## src/rtl/apb_interconnect.sv

```systemverilog
//==============================================================================
// Module      : apb_interconnect
// Description : 1-to-NUM_SLAVES APB interconnect with region decode, response
//               mux, decode-error response, access watchdog and error log.
// Revision    : 1.0 - initial release
//==============================================================================
`default_nettype none

module apb_interconnect #(
    parameter int              NUM_SLAVES  = 4,
    parameter int              AW          = 32,
    parameter int              DW          = 32,
    parameter logic [AW-1:0]   BASE_ADDR   = '0,
    parameter int              REGION_BITS = 12,
    parameter int              TIMEOUT     = 16,
    parameter int              ERRW        = 8
) (
    input  logic                     PCLK,
    input  logic                     PRESET,
    input  logic                     M_PSEL,
    input  logic                     M_PENABLE,
    input  logic                     M_PWRITE,
    input  logic [AW-1:0]            M_PADDR,
    input  logic [DW-1:0]            M_PWDATA,
    input  logic [DW/8-1:0]          M_PSTRB,
    input  logic [2:0]               M_PPROT,
    output logic                     M_PREADY,
    output logic [DW-1:0]            M_PRDATA,
    output logic                     M_PSLVERR,
    output logic [NUM_SLAVES-1:0]    S_PSEL,
    output logic                     S_PENABLE,
    output logic                     S_PWRITE,
    output logic [AW-1:0]            S_PADDR,
    output logic [DW-1:0]            S_PWDATA,
    output logic [DW/8-1:0]          S_PSTRB,
    output logic [2:0]               S_PPROT,
    input  logic [NUM_SLAVES-1:0]    S_PREADY,
    input  logic [NUM_SLAVES-1:0]    S_PSLVERR,
    input  logic [NUM_SLAVES*DW-1:0] S_PRDATA,
    output logic [ERRW-1:0]          ERR_COUNT,
    output logic [AW-1:0]            LAST_ERR_ADDR,
    output logic [1:0]               LAST_ERR_TYPE
);

    localparam int c_IDX_W  = (NUM_SLAVES > 1) ? $clog2(NUM_SLAVES) : 1;
    localparam int c_WCNT_W = (TIMEOUT > 0) ? $clog2(TIMEOUT + 1) : 1;
    localparam logic [NUM_SLAVES-1:0] c_ONE = NUM_SLAVES'(1);

    localparam logic [1:0] c_IDLE     = 2'd0;
    localparam logic [1:0] c_ACCESS   = 2'd1;
    localparam logic [1:0] c_ERR_RESP = 2'd2;

    localparam logic [1:0] c_ERR_NONE    = 2'b00;
    localparam logic [1:0] c_ERR_DECODE  = 2'b01;
    localparam logic [1:0] c_ERR_TIMEOUT = 2'b10;
    localparam logic [1:0] c_ERR_SLAVE   = 2'b11;

    logic [1:0]          r_state;
    logic [1:0]          w_next;
    logic [c_IDX_W-1:0]  r_idx;
    logic                r_mapped;
    logic [AW-1:0]       r_addr;
    logic [c_WCNT_W-1:0] r_wcnt;
    logic [ERRW-1:0]     r_err_count;
    logic [AW-1:0]       r_err_addr;
    logic [1:0]          r_err_type;

    logic [AW-1:0]       w_off;
    logic [AW-1:0]       w_idx_full;
    logic [c_IDX_W-1:0]  w_idx;
    logic                w_mapped;
    logic                w_setup;
    logic                w_sel_ready;
    logic                w_sel_err;
    logic [DW-1:0]       w_sel_rdata;
    logic                w_timeout;
    logic [1:0]          w_err_type;

    assign w_setup     = M_PSEL && !M_PENABLE;
    assign w_off       = M_PADDR - BASE_ADDR;
    assign w_idx_full  = w_off >> REGION_BITS;
    assign w_idx       = w_idx_full[c_IDX_W-1:0];
    assign w_mapped    = (M_PADDR >= BASE_ADDR) && (w_idx_full < AW'(NUM_SLAVES));

    assign w_sel_ready = S_PREADY[r_idx];
    assign w_sel_err   = S_PSLVERR[r_idx];
    assign w_sel_rdata = S_PRDATA[32'(r_idx) * DW +: DW];

    // A slave answering in the cycle the count would expire still wins
    assign w_timeout   = (TIMEOUT != 0) && r_mapped && !w_sel_ready &&
                         (r_wcnt == c_WCNT_W'(TIMEOUT - 1));

    assign S_PWRITE      = M_PWRITE;
    assign S_PADDR       = M_PADDR;
    assign S_PWDATA      = M_PWDATA;
    assign S_PSTRB       = M_PSTRB;
    assign S_PPROT       = M_PPROT;
    assign ERR_COUNT     = r_err_count;
    assign LAST_ERR_ADDR = r_err_addr;
    assign LAST_ERR_TYPE = r_err_type;

    always_ff @(posedge PCLK) begin
        if (PRESET) begin
            r_state <= c_IDLE;
        end else begin
            r_state <= w_next;
        end
    end

    always_comb begin
        w_next = r_state;
        case (r_state)
            c_IDLE: begin
                if (w_setup) begin
                    w_next = c_ACCESS;
                end
            end
            c_ACCESS: begin
                if (!r_mapped || w_sel_ready) begin
                    w_next = c_IDLE;
                end else if (w_timeout) begin
                    w_next = c_ERR_RESP;
                end
            end
            default: w_next = c_IDLE;
        endcase
    end

    always_comb begin
        S_PSEL     = '0;
        S_PENABLE  = 1'b0;
        M_PREADY   = 1'b0;
        M_PRDATA   = '0;
        M_PSLVERR  = 1'b0;
        w_err_type = c_ERR_NONE;
        case (r_state)
            c_IDLE: begin
                if (w_setup && w_mapped) begin
                    S_PSEL = c_ONE << w_idx;
                end
            end
            c_ACCESS: begin
                if (r_mapped) begin
                    S_PSEL    = c_ONE << r_idx;
                    S_PENABLE = M_PENABLE;
                    M_PREADY  = w_sel_ready;
                    if (w_sel_ready) begin
                        M_PRDATA  = w_sel_rdata;
                        M_PSLVERR = w_sel_err;
                        if (w_sel_err) begin
                            w_err_type = c_ERR_SLAVE;
                        end
                    end
                end else begin
                    M_PREADY   = 1'b1;
                    M_PSLVERR  = 1'b1;
                    w_err_type = c_ERR_DECODE;
                end
            end
            c_ERR_RESP: begin
                M_PREADY   = 1'b1;
                M_PSLVERR  = 1'b1;
                w_err_type = c_ERR_TIMEOUT;
            end
            default: ;
        endcase
    end

    always_ff @(posedge PCLK) begin
        if (PRESET) begin
            r_idx       <= '0;
            r_mapped    <= 1'b0;
            r_addr      <= '0;
            r_wcnt      <= '0;
            r_err_count <= '0;
            r_err_addr  <= '0;
            r_err_type  <= c_ERR_NONE;
        end else begin
            if (r_state == c_IDLE && w_setup) begin
                r_idx    <= w_idx;
                r_mapped <= w_mapped;
                r_addr   <= M_PADDR;
                r_wcnt   <= '0;
            end else if (r_state == c_ACCESS && !w_sel_ready) begin
                r_wcnt <= r_wcnt + 1'b1;
            end
            if (w_err_type != c_ERR_NONE) begin
                if (r_err_count != '1) begin
                    r_err_count <= r_err_count + 1'b1;
                end
                r_err_addr <= r_addr;
                r_err_type <= w_err_type;
            end
        end
    end

endmodule

`default_nettype wire

```

## config.mk

```make
export PLATFORM = sky130hd
export DESIGN_NAME = apb_interconnect
export DESIGN_NICKNAME = d
export VERILOG_FILES = /design/src/rtl/apb_interconnect.sv
export SDC_FILE = /design/constraint.sdc
export NUM_CORES = 1
export LEC_CHECK = 0
export CORE_MARGIN = 4
export CORE_UTILIZATION = 26
export CTS_BUF_LIST = sky130_fd_sc_hd__clkbuf_4 sky130_fd_sc_hd__clkbuf_8
export DETAILED_ROUTE_END_ITERATION = 8
export PLACE_DENSITY = 0.72
export SLEW_MARGIN = 20
export SYNTH_ARGS = -nofsm -noshare
export SYNTH_HDL_FRONTEND = slang
export SYNTH_SLANG_ARGS = --single-unit
```

## constraint.sdc

```tcl
create_clock -name PCLK -period 4.8 [get_ports PCLK]
set_clock_uncertainty 0.2 [all_clocks]
set_input_delay 0.96 -clock PCLK [delete_from_list [all_inputs] [get_ports PCLK]]
set_output_delay 0.96 -clock PCLK [all_outputs]
set_load 0.01 [all_outputs]
```

==> metrics list <==
- From left edge to right edge, the die measures 144 um.
- After the first detailed-routing iteration, the DRC count stood at 150.
* Arrival time at the worst endpoint: 3430 ps
* Switching Power: 0.387 mW
* Status: completed
- RD Place Congestion: 0.819
- Quantity of gates resized following cts: 0
- Before antenna repair, the detailed router went through 6 iterations.
- Headroom to the max-slew limit: 0.308
- During placement, the flow inserted port buffers numbering 284.
- The most used flip-flop cell after synthesis is dfxtp_1.
- Final clock period utilization by the worst path: 0.955
* Crit path time final: 4590 ps
- The signal on the critical path passes through clkdlybuf4s50_1 -> or4_1 -> or4_1 -> nor2_1 -> a22o_1 -> clkdlybuf4s50_1.
* Effective utilization at floorplan: 0.266
* Multi-input logic area: 0.00247 mm^2
* Clock tree root driver cell: clkbuf_8
- The later pin in the worst-skew pair is clocked with a latency of 360 ps.
- Once detail routing completed, the nets flagged for antenna violations numbered 0.
- The region available for standard cell placement spans 0.0181 mm^2.
- Post-Syn Nets: 738
* Setup crit start kind: primary input
- Sequential cell fraction of total power: 0.470
* Share of the yosys chip area belonging to registers: 0.340
- CP peak stage delay: 590 ps
- The worst setup path is captured at an output port.
- Netlist area before placement: 0.00483 mm^2
- Hold violation count in the final report: 0
- Vias in the first global route: 4,300
* Worst slew pin tran: 1040 ps
- Portion of total power attributed to combinational logic: 0.213
* Placed wire-length estimate: 14.8 mm
* Count of max-cap constraint violations: 0
- In the final design database the tool counted 935 nets.
- Drt total wl: 18.2 mm
* Static Leakage: 2.53 nW
- Count of endpoints failing setup in the final report: 0
* Count of non-filler cells in the finished layout: 952
- Number of sinks driven by the clock tree: 82
* Highest net fanout along the worst path: 4
- Mean post-synth cell area: 9.30 um^2
- Ratio of total power to cell area: 199 mW/mm^2
- Required time worst endpoint: 3640 ps
- From bottom edge to top edge, the die measures 144 um.
- TritonCTS built the clock tree.
- After clock tree synthesis, the flow added hold-fix buffers numbering 0.
* Number of vias after detailed routing: 4,469
* Total area of sequential cells: 0.00164 mm^2
* Setup repair after global routing missed its margin: false
- The internal portion of the total power is 1.11 mW.
- Number of buffers created by CTS: 9
- The H-tree generated during clock tree synthesis spans 3 levels.
- Most common library cell in the layout ignoring fill and taps: clkdlybuf4s50_1
* Cell depth of the worst min-delay path: 2
- Largest net degree at the start of global routing: 54
- EDFF count, synth: 0
- Highest-count cells in the layout ignoring fill and taps: clkdlybuf4s50_1, dfxtp_1, nand2_1
- Drt drc: 0
* Gate Count Post-Synth: 520
- Synth cell types: 44
- Total global routing overflow: 0
* Num ports: 365
* First-pass GRT wire length: 24.9 mm
- The longest clock path from root to sink contains 2 buffers.
- Of the cells placed in the final design, the portion with a size suffix greater than 1 is 0.0942.
* Number of setup buffers added after CTS: 0
* Number of antenna violations at the first check in global routing: 6
* Routed wire per std cell: 19.1 um
- The final-report max-slew violation count was 0.
- In the synthesized netlist the async set-or-reset flop fraction comes to 0.
* Peak ir drop on the vdd network: 0.000122 V
- Via-to-Cell Ratio: 4.69
* Number of fill cells in the layout: 1,784
* Synth warnings: 0
- Worst hold-check path type: flip-flop to flip-flop
* Cell count after placement: 935
* CP Class: primary input to output port
- Switching Fraction: 0.258
- Placement row count: 49
- From synthesis to final layout, the design area changed by 56.0%.
- Number of flip-flops and latches in the synthesized netlist: 82
* Slowest stage cell, crit path: or4_1
- Die area: 0.0208 mm^2
- Based on the critical path, the design can be clocked at up to 0.218 GHz.
* R2R depth: 7
* Total routing resource utilization after global routing: 0.158
- Aggregate negative setup slack: 0 ps
* Clock transition at path regs: 90 ps
* Clock network power share: 0.317
## area by class of cell
| class | count | area share |
|---|---|---|
| multi-input cells | 322 | 0.327 |
| well taps | 229 | 0.0380 |
| flip-flops and latches | 82 | 0.218 |
| inverters | 11 | 0.00547 |
| clock inverters | 6 | 0.00630 |
| diodes | 1 | 0.000332 |
| clock buffers | 10 | 0.0182 |
| repair buffers | 291 | 0.386 |
## sequential cells by signal (all words and copies together), names as in the netlist
register,flops
r_mapped,1
LAST_ERR_ADDR,32
LAST_ERR_TYPE,2
r_addr,31
r_state,2
r_idx,1
ERR_COUNT,8
r_wcnt,5
## synthesized netlist by cell type, types with 4 or more instances
| master | n | area, um^2 |
|---|---|---|
| nand2_1 | 71 | 267 |
| mux4_2 | 34 | 766 |
| buf_2 | 5 | 25.0 |
| and3_1 | 4 | 25.0 |
| inv_1 | 11 | 41.3 |
| ha_1 | 6 | 75.1 |
| a21oi_1 | 38 | 190 |
| buf_4 | 73 | 548 |
| buf_1 | 5 | 18.8 |
| mux2i_1 | 34 | 340 |
| o21ai_0 | 7 | 35.0 |
| nor2_1 | 42 | 158 |
| nor2b_1 | 37 | 231 |
| clkbuf_1 | 18 | 67.6 |
| nand4_1 | 5 | 31.3 |
| nand3_1 | 4 | 20.0 |
| nor3_1 | 5 | 25.0 |
| dfxtp_1 | 82 | 1640 |
## stage by stage
stage           util  total power, mW  setup slack, ps  hold slack (ps)  cell area, um^2
4_1_cts        0.416             1.52              224              259             7540
3_3_place_gp   0.405             1.04              220              243             7360
6_report       0.416             1.50              214              257             7540
3_5_place_dp   0.405             1.04              234              246             7360
5_1_grt        0.416             1.57             99.1              276             7540
2_1_floorplan      -            0.891             1270              236             4830
## final timing paths
check	end	slack [ps]	start
min	r_addr[30]$_SDFFE_PP0P_	260	r_addr[30]$_SDFFE_PP0P_
max	S_PSEL[1]	210	M_PADDR[14]
min reg2reg	r_addr[30]$_SDFFE_PP0P_	260	r_addr[30]$_SDFFE_PP0P_
max reg2reg	LAST_ERR_ADDR[13]$_SDFFE_PP0P_	2000	r_addr[13]$_SDFFE_PP0P_
## power by group through the flow
stage / logic, mW / registers (mW) / clock network, mW
after floorplan: 0.174 / 0.718 / 0
after global placement: 0.318 / 0.721 / 0
after detailed placement: 0.321 / 0.722 / 0
after CTS: 0.322 / 0.706 / 0.495
after global routing: 0.339 / 0.708 / 0.522
final: 0.320 / 0.706 / 0.476
## worst max-delay path: cells and delay by family
kind / cells / cell delay, ps
and+or+nand+nor: 3 / 1300
AOI/OAI and AO/OA: 1 / 150
buffers and inverters: 2 / 1030
## kinds of logic (layout without fill, tap and decap cells)
group	Yosys count	after routing	synth area share
AND/OR/NAND/NOR	180	180	0.175
buffers and inverters	116	318	0.153
flip-flops	82	82	0.340
multiplexers	70	70	0.233
AO/OA/AOI/OAI	62	62	0.0766
adder cells (fa/ha/maj)	6	6	0.0155
XOR/XNOR	4	4	0.00725
other	0	1	0
## layer usage
layer  global-route usage  vias to the layer above  routed length [um]
met3               0.0519                       21                1590
met4               0.0295                        0                 237
met5                    0                        -                   0
met2                0.295                      212                9510
met1                0.177                     2110                6860
li1                     -                     2126                   -
Power figures use the tool's default switching activity.
